## src/rtl/mpsoc_glip2ahb3_pkg.sv

```systemverilog
// ============================================================================
//  Module   : mpsoc_glip2ahb3_pkg
//  Brief    : Shared types and constants for the GLIP-to-AHB3 host master.
//  Revision : 1.0 - initial release
// ============================================================================
`default_nettype none

package mpsoc_glip2ahb3_pkg;

  typedef enum logic [3:0] {
    ST_HDR   = 4'd0,
    ST_AHI   = 4'd1,
    ST_ALO   = 4'd2,
    ST_WHI   = 4'd3,
    ST_WLO   = 4'd4,
    ST_AADR  = 4'd5,
    ST_ADAT  = 4'd6,
    ST_RHI   = 4'd7,
    ST_RLO   = 4'd8,
    ST_DRAIN = 4'd9,
    ST_STAT  = 4'd10
  } state_t;

  localparam logic [1:0] HTRANS_IDLE   = 2'b00;
  localparam logic [1:0] HTRANS_NONSEQ = 2'b10;
  localparam logic [2:0] HBURST_SINGLE = 3'b000;

  // Header word layout
  localparam int HDR_WRITE_BIT = 15;
  localparam int HDR_HSIZE_MSB = 14;
  localparam int HDR_HSIZE_LSB = 12;
  localparam int HDR_BEATS_MSB = 7;
  localparam int HDR_BEATS_LSB = 0;

  localparam logic [2:0] HSIZE_MAX = 3'd2;

  localparam logic [15:0] STAT_OK      = 16'h0000;
  localparam logic [15:0] STAT_HRESP   = 16'h8000;
  localparam logic [15:0] STAT_HSIZE   = 16'hC000;
  localparam logic [15:0] STAT_TIMEOUT = 16'hBF00;

endpackage

`default_nettype wire

```

## src/rtl/mpsoc_glip2ahb3_master.sv

```systemverilog
// ============================================================================
//  Module   : mpsoc_glip2ahb3_master
//  Brief    : Turns GLIP command frames into AHB3-Lite single transfers and
//             returns read data plus a status word. Optional hready timeout
//             enabled by defining MPSOC_GLIP2AHB3_TIMEOUT_EN.
//  Revision : 1.0 - initial release
// ============================================================================
`default_nettype none

module mpsoc_glip2ahb3_master
  import mpsoc_glip2ahb3_pkg::*;
#(
  parameter int          PLEN       = 32,
  parameter int          XLEN       = 32,
  parameter int          GLIP_WIDTH = 16,
  parameter logic [3:0]  HPROT_VAL  = 4'b0011
) (
  input  logic                  clk,
  input  logic                  rst,

  input  logic [GLIP_WIDTH-1:0] glip_in_data,
  input  logic                  glip_in_valid,
  output logic                  glip_in_ready,

  output logic [GLIP_WIDTH-1:0] glip_out_data,
  output logic                  glip_out_valid,
  input  logic                  glip_out_ready,

  output logic                  ahb3_ext_hsel_o,
  output logic [PLEN-1:0]       ahb3_ext_haddr_o,
  output logic [XLEN-1:0]       ahb3_ext_hwdata_o,
  output logic                  ahb3_ext_hwrite_o,
  output logic [2:0]            ahb3_ext_hsize_o,
  output logic [2:0]            ahb3_ext_hburst_o,
  output logic [3:0]            ahb3_ext_hprot_o,
  output logic [1:0]            ahb3_ext_htrans_o,
  output logic                  ahb3_ext_hmastlock_o,
  input  logic [XLEN-1:0]       ahb3_ext_hrdata_i,
  input  logic                  ahb3_ext_hready_i,
  input  logic                  ahb3_ext_hresp_i
);

  state_t                  state_q, state_d;
  logic                    write_q, write_d;
  logic [2:0]              hsize_q, hsize_d;
  logic [7:0]              last_q, last_d;
  logic [7:0]              beat_q, beat_d;
  logic [GLIP_WIDTH-1:0]   addr_hi_q, addr_hi_d;
  logic [PLEN-1:0]         addr_q, addr_d;
  logic [XLEN-1:0]         wdata_q, wdata_d;
  logic [XLEN-1:0]         rdata_q, rdata_d;
  logic [15:0]             status_q, status_d;
  logic [9:0]              drain_q, drain_d;

  logic                    w_fail;
  logic [15:0]             w_fail_code;
  logic                    w_aphase;
  logic [PLEN-1:0]         w_step;

  assign w_step = PLEN'(1) << hsize_q;

`ifdef MPSOC_GLIP2AHB3_TIMEOUT_EN
  logic [15:0] tmo_q, tmo_d;
  logic        w_wait;
  logic        w_tmo;

  assign w_wait = ((state_q == ST_AADR) || (state_q == ST_ADAT)) && !ahb3_ext_hready_i;
  assign w_tmo  = w_wait && (tmo_q == 16'hFFFF);
  assign tmo_d  = w_wait ? tmo_q + 16'd1 : 16'd0;

  always_ff @(posedge clk or posedge rst) begin
    if (rst) tmo_q <= 16'd0;
    else     tmo_q <= tmo_d;
  end

  assign w_aphase = (state_q == ST_AADR) && !w_tmo;
`else
  assign w_aphase = (state_q == ST_AADR);
`endif

  always_ff @(posedge clk or posedge rst) begin
    if (rst) begin
      state_q   <= ST_HDR;
      write_q   <= 1'b0;
      hsize_q   <= 3'd0;
      last_q    <= 8'd0;
      beat_q    <= 8'd0;
      addr_hi_q <= '0;
      addr_q    <= '0;
      wdata_q   <= '0;
      rdata_q   <= '0;
      status_q  <= STAT_OK;
      drain_q   <= 10'd0;
    end else begin
      state_q   <= state_d;
      write_q   <= write_d;
      hsize_q   <= hsize_d;
      last_q    <= last_d;
      beat_q    <= beat_d;
      addr_hi_q <= addr_hi_d;
      addr_q    <= addr_d;
      wdata_q   <= wdata_d;
      rdata_q   <= rdata_d;
      status_q  <= status_d;
      drain_q   <= drain_d;
    end
  end

  always_comb begin
    state_d     = state_q;
    write_d     = write_q;
    hsize_d     = hsize_q;
    last_d      = last_q;
    beat_d      = beat_q;
    addr_hi_d   = addr_hi_q;
    addr_d      = addr_q;
    wdata_d     = wdata_q;
    rdata_d     = rdata_q;
    status_d    = status_q;
    drain_d     = drain_q;
    w_fail      = 1'b0;
    w_fail_code = STAT_OK;

    case (state_q)
      ST_HDR: if (glip_in_valid) begin
        write_d  = glip_in_data[HDR_WRITE_BIT];
        hsize_d  = glip_in_data[HDR_HSIZE_MSB:HDR_HSIZE_LSB];
        last_d   = glip_in_data[HDR_BEATS_MSB:HDR_BEATS_LSB];
        beat_d   = 8'd0;
        status_d = STAT_OK;
        state_d  = ST_AHI;
      end
      ST_AHI: if (glip_in_valid) begin
        addr_hi_d = glip_in_data;
        state_d   = ST_ALO;
      end
      ST_ALO: if (glip_in_valid) begin
        addr_d = PLEN'({addr_hi_q, glip_in_data});
        if (hsize_q > HSIZE_MAX) begin
          // Illegal size: swallow every write word, then report
          status_d = STAT_HSIZE;
          drain_d  = 10'({last_q, 1'b0}) + 10'd2;
          state_d  = write_q ? ST_DRAIN : ST_STAT;
        end else begin
          state_d = write_q ? ST_WHI : ST_AADR;
        end
      end
      ST_WHI: if (glip_in_valid) begin
        wdata_d[XLEN-1 -: GLIP_WIDTH] = glip_in_data;
        state_d = ST_WLO;
      end
      ST_WLO: if (glip_in_valid) begin
        wdata_d[GLIP_WIDTH-1:0] = glip_in_data;
        state_d = ST_AADR;
      end
      ST_AADR: if (ahb3_ext_hready_i) state_d = ST_ADAT;
      ST_ADAT: begin
        if (ahb3_ext_hresp_i) begin
          w_fail      = 1'b1;
          w_fail_code = STAT_HRESP | {8'h00, beat_q};
        end else if (ahb3_ext_hready_i) begin
          if (!write_q) begin
            rdata_d = ahb3_ext_hrdata_i;
            state_d = ST_RHI;
          end else if (beat_q == last_q) begin
            state_d = ST_STAT;
          end else begin
            beat_d  = beat_q + 8'd1;
            addr_d  = addr_q + w_step;
            state_d = ST_WHI;
          end
        end
      end
      ST_RHI: if (glip_out_ready) state_d = ST_RLO;
      ST_RLO: if (glip_out_ready) begin
        if (beat_q == last_q) begin
          state_d = ST_STAT;
        end else begin
          beat_d  = beat_q + 8'd1;
          addr_d  = addr_q + w_step;
          state_d = ST_AADR;
        end
      end
      ST_DRAIN: if (glip_in_valid) begin
        drain_d = drain_q - 10'd1;
        if (drain_q == 10'd1) state_d = ST_STAT;
      end
      ST_STAT: if (glip_out_ready) state_d = ST_HDR;
      default: state_d = ST_HDR;
    endcase

`ifdef MPSOC_GLIP2AHB3_TIMEOUT_EN
    if (w_tmo) begin
      w_fail      = 1'b1;
      w_fail_code = STAT_TIMEOUT | {8'h00, beat_q};
    end
`endif

    // Abort the remaining beats; the current beat's write words are already consumed
    if (w_fail) begin
      status_d = w_fail_code;
      if (write_q && (beat_q != last_q)) begin
        drain_d = 10'({last_q - beat_q, 1'b0});
        state_d = ST_DRAIN;
      end else begin
        state_d = ST_STAT;
      end
    end
  end

  assign glip_in_ready = (state_q == ST_HDR)  || (state_q == ST_AHI) ||
                         (state_q == ST_ALO)  || (state_q == ST_WHI) ||
                         (state_q == ST_WLO)  || (state_q == ST_DRAIN);

  assign glip_out_valid = (state_q == ST_RHI) || (state_q == ST_RLO) ||
                          (state_q == ST_STAT);

  always_comb begin
    glip_out_data = '0;
    case (state_q)
      ST_RHI:  glip_out_data = rdata_q[XLEN-1 -: GLIP_WIDTH];
      ST_RLO:  glip_out_data = rdata_q[GLIP_WIDTH-1:0];
      ST_STAT: glip_out_data = status_q;
      default: glip_out_data = '0;
    endcase
  end

  assign ahb3_ext_hsel_o      = w_aphase;
  assign ahb3_ext_htrans_o    = w_aphase ? HTRANS_NONSEQ : HTRANS_IDLE;
  assign ahb3_ext_hwrite_o    = w_aphase & write_q;
  assign ahb3_ext_hsize_o     = w_aphase ? hsize_q : 3'd0;
  assign ahb3_ext_haddr_o     = addr_q;
  assign ahb3_ext_hwdata_o    = wdata_q;
  assign ahb3_ext_hburst_o    = HBURST_SINGLE;
  assign ahb3_ext_hprot_o     = HPROT_VAL;
  assign ahb3_ext_hmastlock_o = 1'b0;

endmodule

`default_nettype wire

```

## config.mk

```make
export PLATFORM = sky130hd
export DESIGN_NAME = mpsoc_glip2ahb3_master
export DESIGN_NICKNAME = d
export VERILOG_FILES = /design/src/rtl/mpsoc_glip2ahb3_pkg.sv /design/src/rtl/mpsoc_glip2ahb3_master.sv
export SDC_FILE = /design/constraint.sdc
export NUM_CORES = 1
export LEC_CHECK = 0
export CAP_MARGIN = 10
export CELL_PAD_IN_SITES_DETAIL_PLACEMENT = 1
export CELL_PAD_IN_SITES_GLOBAL_PLACEMENT = 1
export CORE_MARGIN = 2
export CORE_UTILIZATION = 37
export CTS_CLUSTER_DIAMETER = 50
export DETAILED_ROUTE_END_ITERATION = 8
export GPL_TIMING_DRIVEN = 0
export PLACE_DENSITY = 0.82
export SYNTH_ARGS = -nofsm -noshare
export SYNTH_HDL_FRONTEND = slang
export SYNTH_SLANG_ARGS = --single-unit
```

## constraint.sdc

```tcl
create_clock -name clk -period 4.95 [get_ports clk]
set_input_delay 0.99 -clock clk [delete_from_list [all_inputs] [get_ports clk]]
set_output_delay 0.99 -clock clk [all_outputs]
set_load 0.1 [all_outputs]
```

* Word level (Yosys, flattened, before mapping)
Index checks and enable logic that the tools add are counted.
** Cells by class
- Multiplexer cells :: 54
- Eq/ne operators :: 33
- $add $sub $neg :: 5
- Order comparisons :: 1
- Shift-type cells :: 1
- Reductions and logical operators :: 21
- Bitwise operators :: 3
** Operators with widths (count)
- 32-bit two-way mux :: 6
- 16-bit two-way mux :: 6
- 32-bit one-hot mux with 3 select lines :: 1
- 4-bit two-way mux :: 18
- 10-bit two-way mux :: 5
- 8-bit two-way mux :: 6
- 16-bit one-hot mux with 3 select lines :: 1
- 4-bit one-hot mux with 11 select lines :: 1
- 3-bit inequality test, second input constant :: 14
- 32-bit adder :: 1
- 16-bit one-hot mux with 2 select lines :: 1
- 1-bit by 3-bit left shift with 32-bit output, first input constant :: 1
- 8-bit one-hot mux with 3 select lines :: 1
- 10-bit one-hot mux with 2 select lines :: 1
- 4-bit by 3-bit equality test with 1-bit output, second input constant :: 4
- 13-bit AND reduction :: 1
- 4-bit equality test, second input constant :: 3
- 2-bit inequality test, second input constant :: 6
- 6-bit AND reduction :: 2
- 9-bit by 2-bit adder with 10-bit output, second input constant :: 1
- 10-bit by 1-bit equality test with 1-bit output, second input constant :: 1
- 10-bit by 1-bit subtractor with 10-bit output, second input constant :: 1
- 3-bit nonzero test :: 3
- 8-bit by 1-bit adder with 8-bit output, second input constant :: 1
- 16 further kinds :: 32
** Word-level totals
- Logic and storage cells :: 130
- Input port bits :: 54
- Register bits :: 162
- Output and inout bits :: 97

* Longest topological paths before layout
Gate-level depths: netlist (run 1).
- Depth in word-level cells :: 7
- Depth in mapped cells :: 11

* Worst setup path after synthesis (run 1)
No wires, ideal clock.
- Path kind :: reg-to-output
- Start point :: register state_q[1]
- End point :: output ahb3_ext_hsize_o[0]
- Path slack :: 0.940 ns
- Stages on the path, launching flop included :: 5
- Arrival :: 3.020 ns
- Path buffers :: 1
- Cells stage by stage :: dfrtp_1 -> buf_2 -> nand2b_1 -> nor2_1 -> and2_1
** Between the ends
- Word-level cells in the longest chain between the ends :: 2
** RTL lines
- from (decl) :: RTL line mpsoc_glip2ahb3_master.sv:43 : state_t state_q, state_d;
- from (signal assigned) :: RTL line mpsoc_glip2ahb3_master.sv:95 : state_q <= state_d;
- 4-bit by 3-bit equality test with 1-bit output :: RTL line mpsoc_glip2ahb3_master.sv:78 : assign w_aphase = (state_q == ST_AADR);
- via ahb3_ext_hsel_o :: RTL line mpsoc_glip2ahb3_master.sv:29 : output logic ahb3_ext_hsel_o,
- 3-bit two-way mux :: RTL line mpsoc_glip2ahb3_master.sv:231 : assign ahb3_ext_hsize_o = w_aphase ? hsize_q : 3'd0;
- to (decl) :: RTL line mpsoc_glip2ahb3_master.sv:33 : output logic [2:0] ahb3_ext_hsize_o,
The timed path passes the listed nets, and every way through them passes these cells.

* Worst setup path after layout (run 1)
- Start point :: register state_q[0]
- End point :: output glip_out_data[12]
** Between the ends
- Word-level cells in the longest chain between the ends :: 2
** RTL lines
- 4-bit equality test / 4-bit by 3-bit equality test with 1-bit output (equally long branches) :: RTL line mpsoc_glip2ahb3_master.sv:220 : case (state_q)
- 16-bit one-hot mux with 3 select lines (*) :: RTL line mpsoc_glip2ahb3_master.sv:220
- to (decl) :: RTL line mpsoc_glip2ahb3_master.sv:25 : output logic [GLIP_WIDTH-1:0] glip_out_data,
Every way passes the cells marked *; elsewhere a longest branch is shown, timed or not.

==> summary.md, run 1 <==
| Metric | Value |
|---|---|
| Leakage Power | `roughly 0.0047 µW` |
| Worst r2r dst | `ahb3_ext_haddr_o[26]` |
| Post-synth top cells | `dfrtp_1, nand2_1, mux2_2` |
| Footprint of the multi-input gates | `between 4000 and 5000 µm²` |
| Die area | `approximately 24000 µm²` |
| Worst R2R Setup Slack | `1.21 ns` |
| Skew final | `around 0.0075 ns` |
| Post-CTS Setup Bufs | `0` |
| Number of setup violations in the final report | `0` |
| DP Area | `approximately 10000 µm²` |
| CTS root buf | `clkbuf_16` |
| Mapped Area | `between 8000 and 9000 µm²` |
| Hold worst-path end | `rdata_q[22]` |
| FMAX | `207 MHz` |
| Pre-CTS WS | `0.574 ns` |
| Mapped Cells | `837` |
| Synthesized flop and latch total | `around 160` |
| Post-synth EDFFs | `0` |
| Post-layout nets | `approximately 1.1k` |
| Reg clk slew, reported paths | `roughly 0.070 ns` |
| Slew Limit Fails | `0` |
| Initial antenna violation count | `1` |
| Max Cap Viol | `0` |
| First-iteration detailed-routing DRC count | `667` |
| CTS Buf Count | `17` |
| Clk buf depth | `2` |
| Worst setup EP type | `output pin` |
| Hold path start | `rdata_q[22]` |
| Finished Cell Area | `11000 µm²` |
| Max VDD drop | `around 0.00066 V` |
| Max-slew headroom at the worst pin | `approximately a quarter` |
| Overall Power | `around 8800 µW` |
| Vias | `7703` |
| Ant diodes | `0` |
| GRT overflow | `0` |
| Ys Warns | `0` |
| Top-count cell post-synth | `dfrtp_1` |
| Vias per cell | `roughly 5.9` |
| Clock sink total | `156` |
| Fill count | `2469` |
| Final WL | `between 20 and 30 mm` |
| DRT Pass-1 Iters | `6` |
| Final hold viol count | `0` |
| Synth Flop Type | `dfrtp_1` |
| Worst r2r src | `hsize_q[0]` |
| Share of layout cells above drive strength 1 | `approximately 15%` |
| Post-synth cell types | `77` |
| GRT Overall Usage | `roughly 25%` |
| Unrepaired setup endpoints after global routing | `no` |
| DR DRC count | `0` |
| Routed Antenna Nets | `0` |
| Placer Congestion | `0.910` |
| Cell count of the worst reg-to-reg path | `11` |
| Setup crit start kind | `flop` |
| Io pins | `151` |
| Synth area leaders | `dfrtp_1, mux2_2, nand2_1` |
| Worst Hold Class | `flop to flop` |
| Asr flop ratio synth | `100%` |
| Top-area cell type share of the netlist area | `approximately 46%` |
| Critical Path AT | `between 3 and 4 ns` |
| Sequential Area | `~3900 µm²` |
| CP Class | `flop to output pin` |
| CTS tree | `built` |
| Synth area leader | `dfrtp_1` |
| First-pass GRT wire length | `about 46 mm` |
| Largest net degree at the start of global routing | `37` |
| Worst Path Required | `3.96 ns` |
| IO Port Bufs | `141` |
| Area growth, synth to finish | `29.8%` |
| Initial core utilization | `between 30% and 40%` |
| Vias in the first global route | `slightly above 8k` |
| FP Rows | `55` |
| Hold buffer count at cts | `0` |
| Actual slew at the worst max-slew pin | `1.10 ns` |
| HPWL after DPL | `about 22 mm` |
| Syn_area_per_cell | `around 10 µm²` |
| Core region area | `about 23000 µm²` |
| H-tree depth | `4` |
| Status | `finished clean` |
| Sum of negative setup slack | `0 ns` |
| P per Cell Area | `~800 nW/µm²` |
| Worst skew pair latency | `around 0.43 ns` |
| Peak fanout along the critical path | `10` |
| Fin util | `between 40% and 50%` |
| Sequential element share of the synthesized area | `46.2%` |
| WHS Path Cells | `1` |
| Min Tclk post-route | `approximately 4.8 ns` |
| Tcrit/Tclk final | `a little over nine tenths` |
| WL/cell | `22.6 µm` |
| Die width | `between 150 and 200 µm` |
| Chip Height | `approximately 160 µm` |
| Worst setup margin | `around 0.13 ns` |
-- layer usage --
layer	GRT usage, %	routed length, µm
met4	9.96	920
met5	0	0
met1	32.8	12800
met2	40.0	14000
met3	4.74	1860
-- registers in the layout, indices dropped and copies added, names as in the netlist --
name and count:
beat_q 8, rdata_q 32, status_q 10, ahb3_ext_haddr_o 32
drain_q 10, ahb3_ext_hwdata_o 32, last_q 8, state_q 4
write_q 1, hsize_q 3, addr_hi_q 16
-- placed cells by master, fill, tap and decap left out, types with 6 or more instances in the layout --
master and n:
buf_4 10, nor3_1 27, inv_1 32, a31oi_1 10, nand4_1 14, clkbuf_1 28, dfrtp_1 156, clkdlybuf4s50_1 137
and3_1 11, xor2_1 7, o22ai_1 8, buf_2 6, nand2b_1 6, o211ai_1 11, xnor2_1 17, o21ai_0 30
ha_1 20, nand3_1 26, clkbuf_16 17, a222oi_1 11, a21oi_1 37, nor2_1 58, nand2_1 89, a211oi_1 9
and2_1 7, a22o_1 8, mux2_2 80, conb_1 9, nor4_1 7
-- cell type report --
type / instances / area share (%)
multi-input cells: 604 / 38.3
flip-flops and latches: 156 / 35.6
repair buffers: 147 / 13.8
clock buffers: 18 / 4.01
well taps: 285 / 3.25
plain buffers: 51 / 2.24
clock inverters: 14 / 1.67
inverters: 33 / 1.16
-- metrics by stage --
stage,instances,hold slack (ns)
after floorplan,844,0.450
after global routing,1308,0.520
after detailed placement,1274,0.488
after CTS,1306,0.505
final,1308,0.498
after global placement,1270,0.472
-- how the worst max path moves through the flow --
stage | depth (start not counted) | startpoint | to | slack [ns]
6_report | 5 | state_q[0] | glip_out_data[12] | 0.13
5_1_grt | 5 | state_q[0] | glip_out_data[12] | 0.02
4_1_cts | 6 | state_q[0] | glip_out_data[14] | 0.08
3_5_place_dp | 6 | state_q[0] | glip_out_data[14] | 0.57
3_3_place_gp | 2 | rst | rdata_q[28] | 0.50
2_1_floorplan | 4 | state_q[1] | ahb3_ext_hsize_o[0] | 0.94
-- repair_timing --
item                       CTS  global route
gates resized for setup      0             4
hold endpoints to repair     0             0
setup endpoints to repair    0             4
-- where the power goes --
| part | switching (µW) | leakage, µW | internal, µW |
|---|---|---|---|
| Combinational | 3610 | 0.00248 | 1470 |
| Clock | 584 | 0.000305 | 819 |
| Sequential | 501 | 0.00196 | 1840 |
| Total | 4690 | 0.00474 | 4130 |
-- worst max-delay path, stage by stage, from the launching register on --
cell             delay, ns
dfrtp_1               0.43
buf_2                 0.21
nor4b_2               0.90
clkbuf_1              0.47
a22o_1                0.22
clkdlybuf4s50_1       1.16
-- cells by family (layout without fill, tap and decap cells) --
family          after synthesis  after routing  share of synthesized area, %
simple gates                281            281                          16.6
compound gates              181            181                          15.3
flops                       156            156                          46.2
mux                          85             85                          11.3
buf+inv                      84            263                          4.37
fa+ha+maj                    24             24                          3.67
xor+xnor                     24             24                          2.49
other cells                   2              9                        0.0889
(Power assumes the default switching activity.)
==> run 2: changes to the inputs <==
--- a/config.mk
+++ b/config.mk
@@ -9,11 +9,11 @@
 export CELL_PAD_IN_SITES_DETAIL_PLACEMENT = 1
 export CELL_PAD_IN_SITES_GLOBAL_PLACEMENT = 1
 export CORE_MARGIN = 2
-export CORE_UTILIZATION = 37
+export CORE_UTILIZATION = 40
 export CTS_CLUSTER_DIAMETER = 50
 export DETAILED_ROUTE_END_ITERATION = 8
 export GPL_TIMING_DRIVEN = 0
-export PLACE_DENSITY = 0.82
+export PLACE_DENSITY = 0.84
 export SYNTH_ARGS = -nofsm -noshare
 export SYNTH_HDL_FRONTEND = slang
 export SYNTH_SLANG_ARGS = --single-unit
==> constraint.sdc (replaced) <==
create_clock -name clk -period 4.51 [get_ports clk]
set_input_delay 0.902 -clock clk [delete_from_list [all_inputs] [get_ports clk]]
set_output_delay 0.902 -clock clk [all_outputs]
set_load 0.1 [all_outputs]
==> summary.md, run 2 (synthesis results as in run 1) <==
| Metric | Value |
|---|---|
| Status | `finished clean` |
| Fill count | `2331 (-5.6%)` |
| HPWL after DPL | `21.3 mm (-1.0%)` |
| Slowest stage delay, CP | `0.88 ns (-0.28 ns)` |
| Int Pwr | `4390 µW (+6.4%)` |
| GRT Overall Usage | `27.4% (+2.6 points)` |
| Worst Path Required | `3.61 ns (-0.35 ns)` |
| Clk network pwr share | `14.5% (-1.4 points)` |
| Worst setup EP type | `output pin` |
| Io pins | `151 (unchanged)` |
| Seq pwr share | `27.0% (+0.4 points)` |
| Initial core utilization | `40.4% (+2.9 points)` |
| Most common cell after layout, fill and taps aside | `dfrtp_1` |
| Actual slew at the worst max-slew pin | `1.29 ns (+0.192 ns)` |
| FMAX | `about 230 MHz` |
| Sw frac | `54.0% (+0.85 points)` |
| Worst r2r dst | `ahb3_ext_haddr_o[28]` |
| Fin Hold WS | `0.498 ns (+0.000775 ns)` |
| Footprint of the multi-input gates | `4210 µm² (+0.27%)` |
| Combinational Power Share | `58.5% (+1.0 points)` |
| Routed Antenna Nets | `0 (unchanged)` |
| Overall Power | `9560 µW (+8.4%)` |
| Cell Count, Final, Fillers Out | `1296 (-0.92%)` |
| IO Port Bufs | `141 (unchanged)` |
| Share of layout cells above drive strength 1 | `14.6% (-0.069 points)` |
| Die width | `149 µm (-3.7%)` |
| Max Cap Viol | `0 (unchanged)` |
| Crit path buffers/inverters | `3 (unchanged)` |
| Worst Hold Class | `flop to flop` |
| Clock sink total | `156 (unchanged)` |
| Largest net degree at the start of global routing | `38 (+2.7%)` |
| Worst skew pair latency | `0.43 ns (about the same)` |
| Slowest stage cell, crit path | `dlygate4sd2_1` |
| Vias | `7728 (+0.32%)` |
| Worst r2r src | `hsize_q[0]` |
| Sum of negative setup slack | `0 ns (unchanged)` |
| Tcrit/Tclk final | `about 100%` |
| Post-layout nets | `1085 (-0.092%)` |
| Final WL | `29.9 mm (+1.1%)` |
| Leakage Power | `0.00470 µW (-0.84%)` |
| CP delay by family, top | `buffers and inverters` |
| Worst setup startpoint | `state_q[0]` |
| DR DRC count | `0 (unchanged)` |
| Hold buffer count at cts | `0 (unchanged)` |
| Critical Path, Cell by Cell | `buf_2, nand2_1, nor2_1, clkbuf_1, a22o_1, dlygate4sd2_1` |
| DRT Pass-1 Iters | `8 (+2)` |
| Initial antenna violation count | `0 (-1)` |
| First-iteration detailed-routing DRC count | `695 (+4.2%)` |
| Worst R2R Setup Slack | `0.80 ns (-0.41 ns)` |
| WL/cell | `23.0 µm (+2.0%)` |
| Vias per cell | `5.96 (+1.3%)` |
| Peak fanout along the critical path | `10 (unchanged)` |
| CTS Buf Count | `17 (unchanged)` |
| Critical Path End | `glip_out_data[12]` |
| Critical Path AT | `3.49 ns (-0.34 ns)` |
| Final hold viol count | `0 (unchanged)` |
| Finished Cell Area | `10900 µm² (-0.90%)` |
| P per Cell Area | `880 nW/µm² (+9.3%)` |
| Switching Power | `5170 µW (+10%)` |
| Max-slew headroom at the worst pin | `13.3% (-13 points)` |
| Ant diodes | `0 (unchanged)` |
| Skew final | `0.00720 ns (-0.000314 ns)` |
| FP Rows | `53 (-3.6%)` |
| Most frequent cells in the layout | `dfrtp_1, clkdlybuf4s50_1, nand2_1, mux2_2, nor2_1` |
| Reg clk slew, reported paths | `0.06 ns (about the same)` |
| CTS root buf | `clkbuf_16` |
| Die area | `22300 µm² (-7.3%)` |
| Post-CTS Setup Bufs | `0 (unchanged)` |
| Placer Congestion | `0.924 (+1.5%)` |
| CP Class | `flop to output pin` |
| CTS tree | `built` |
| Number of setup violations in the final report | `0 (unchanged)` |
| Setup crit start kind | `flop` |
| Placed insts | `1264 (-0.78%)` |
| Critical Path Stages | `6 (+1)` |
| First-pass GRT wire length | `46.7 mm (+1.6%)` |
| GRT overflow | `0 (unchanged)` |
| H-tree depth | `4 (unchanged)` |
| Sequential Area | `3900 µm² (unchanged)` |
| Area growth, synth to finish | `28.7%` |
| Core region area | `20900 µm² (-7.2%)` |
| Cell count of the worst reg-to-reg path | `11 (unchanged)` |
| Slew Limit Fails | `0 (unchanged)` |
| Chip Height | `149 µm (-3.7%)` |
| DP Area | `10300 µm² (-0.12%)` |
| Clk buf depth | `2 (unchanged)` |
| Max VDD drop | `0.000867 V (+32%)` |
| Min Tclk post-route | `~4.4 ns` |
| Vias in the first global route | `8124 (+0.54%)` |
[run 2: cell type report]
cell class | count | share of cell area (%)
buffer | 51 | 2.26
clock buffer | 19 | 3.98
clock inverter | 12 | 1.05
inverter | 33 | 1.17
multi-input combinational | 604 | 38.7
sequential | 156 | 35.9
tap | 275 | 3.17
timing repair buffer | 146 | 13.7
[run 2: how the worst min path moves through the flow]
stage                 startpoint            to  slack (ns)  cells after the start
floorplan            status_q[1]   status_q[1]        0.45                      2
global placement     rdata_q[22]   rdata_q[22]        0.47                      1
detailed placement   rdata_q[22]   rdata_q[22]        0.48                      1
CTS                  rdata_q[22]   rdata_q[22]        0.50                      1
global route        addr_hi_q[6]  addr_hi_q[6]        0.52                      1
finish              addr_hi_q[7]  addr_hi_q[7]        0.50                      1
[run 2: metal layers]
| layer | vias to the layer above | track usage [%] | part of all wire [%] |
|---|---|---|---|
| li1 | 3410 | - | - |
| met1 | 3946 | 36.1 | 42 |
| met2 | 310 | 44.1 | 48 |
| met3 | 62 | 6.82 | 6.9 |
| met4 | 0 | 9.52 | 2.8 |
| met5 | - | 0 | 0 |
[run 2: repair_timing]
item / in CTS / in global routing
endpoints found under the setup margin: 11 / 14
gates resized for setup: 14 / 7
gates cloned: 0 / 0
pin swaps: 0 / 0
[run 2: through the flow]
stage	worst slack, ns	utilization [%]
5_1_grt	-0.0333	52.0
3_5_place_dp	0.167	49.4
2_1_floorplan	0.588	-
3_3_place_gp	0.148	49.0
6_report	0.116	52.0
4_1_cts	0.0156	51.9
[run 2: power groups by stage]
stage          clock network (µW)  logic [µW]  registers, µW
4_1_cts                      1400        5580           2570
3_3_place_gp                    0        5400           2530
3_5_place_dp                    0        5530           2570
6_report                     1390        5590           2580
5_1_grt                      1460        5890           2660
2_1_floorplan                   0        2170           4430
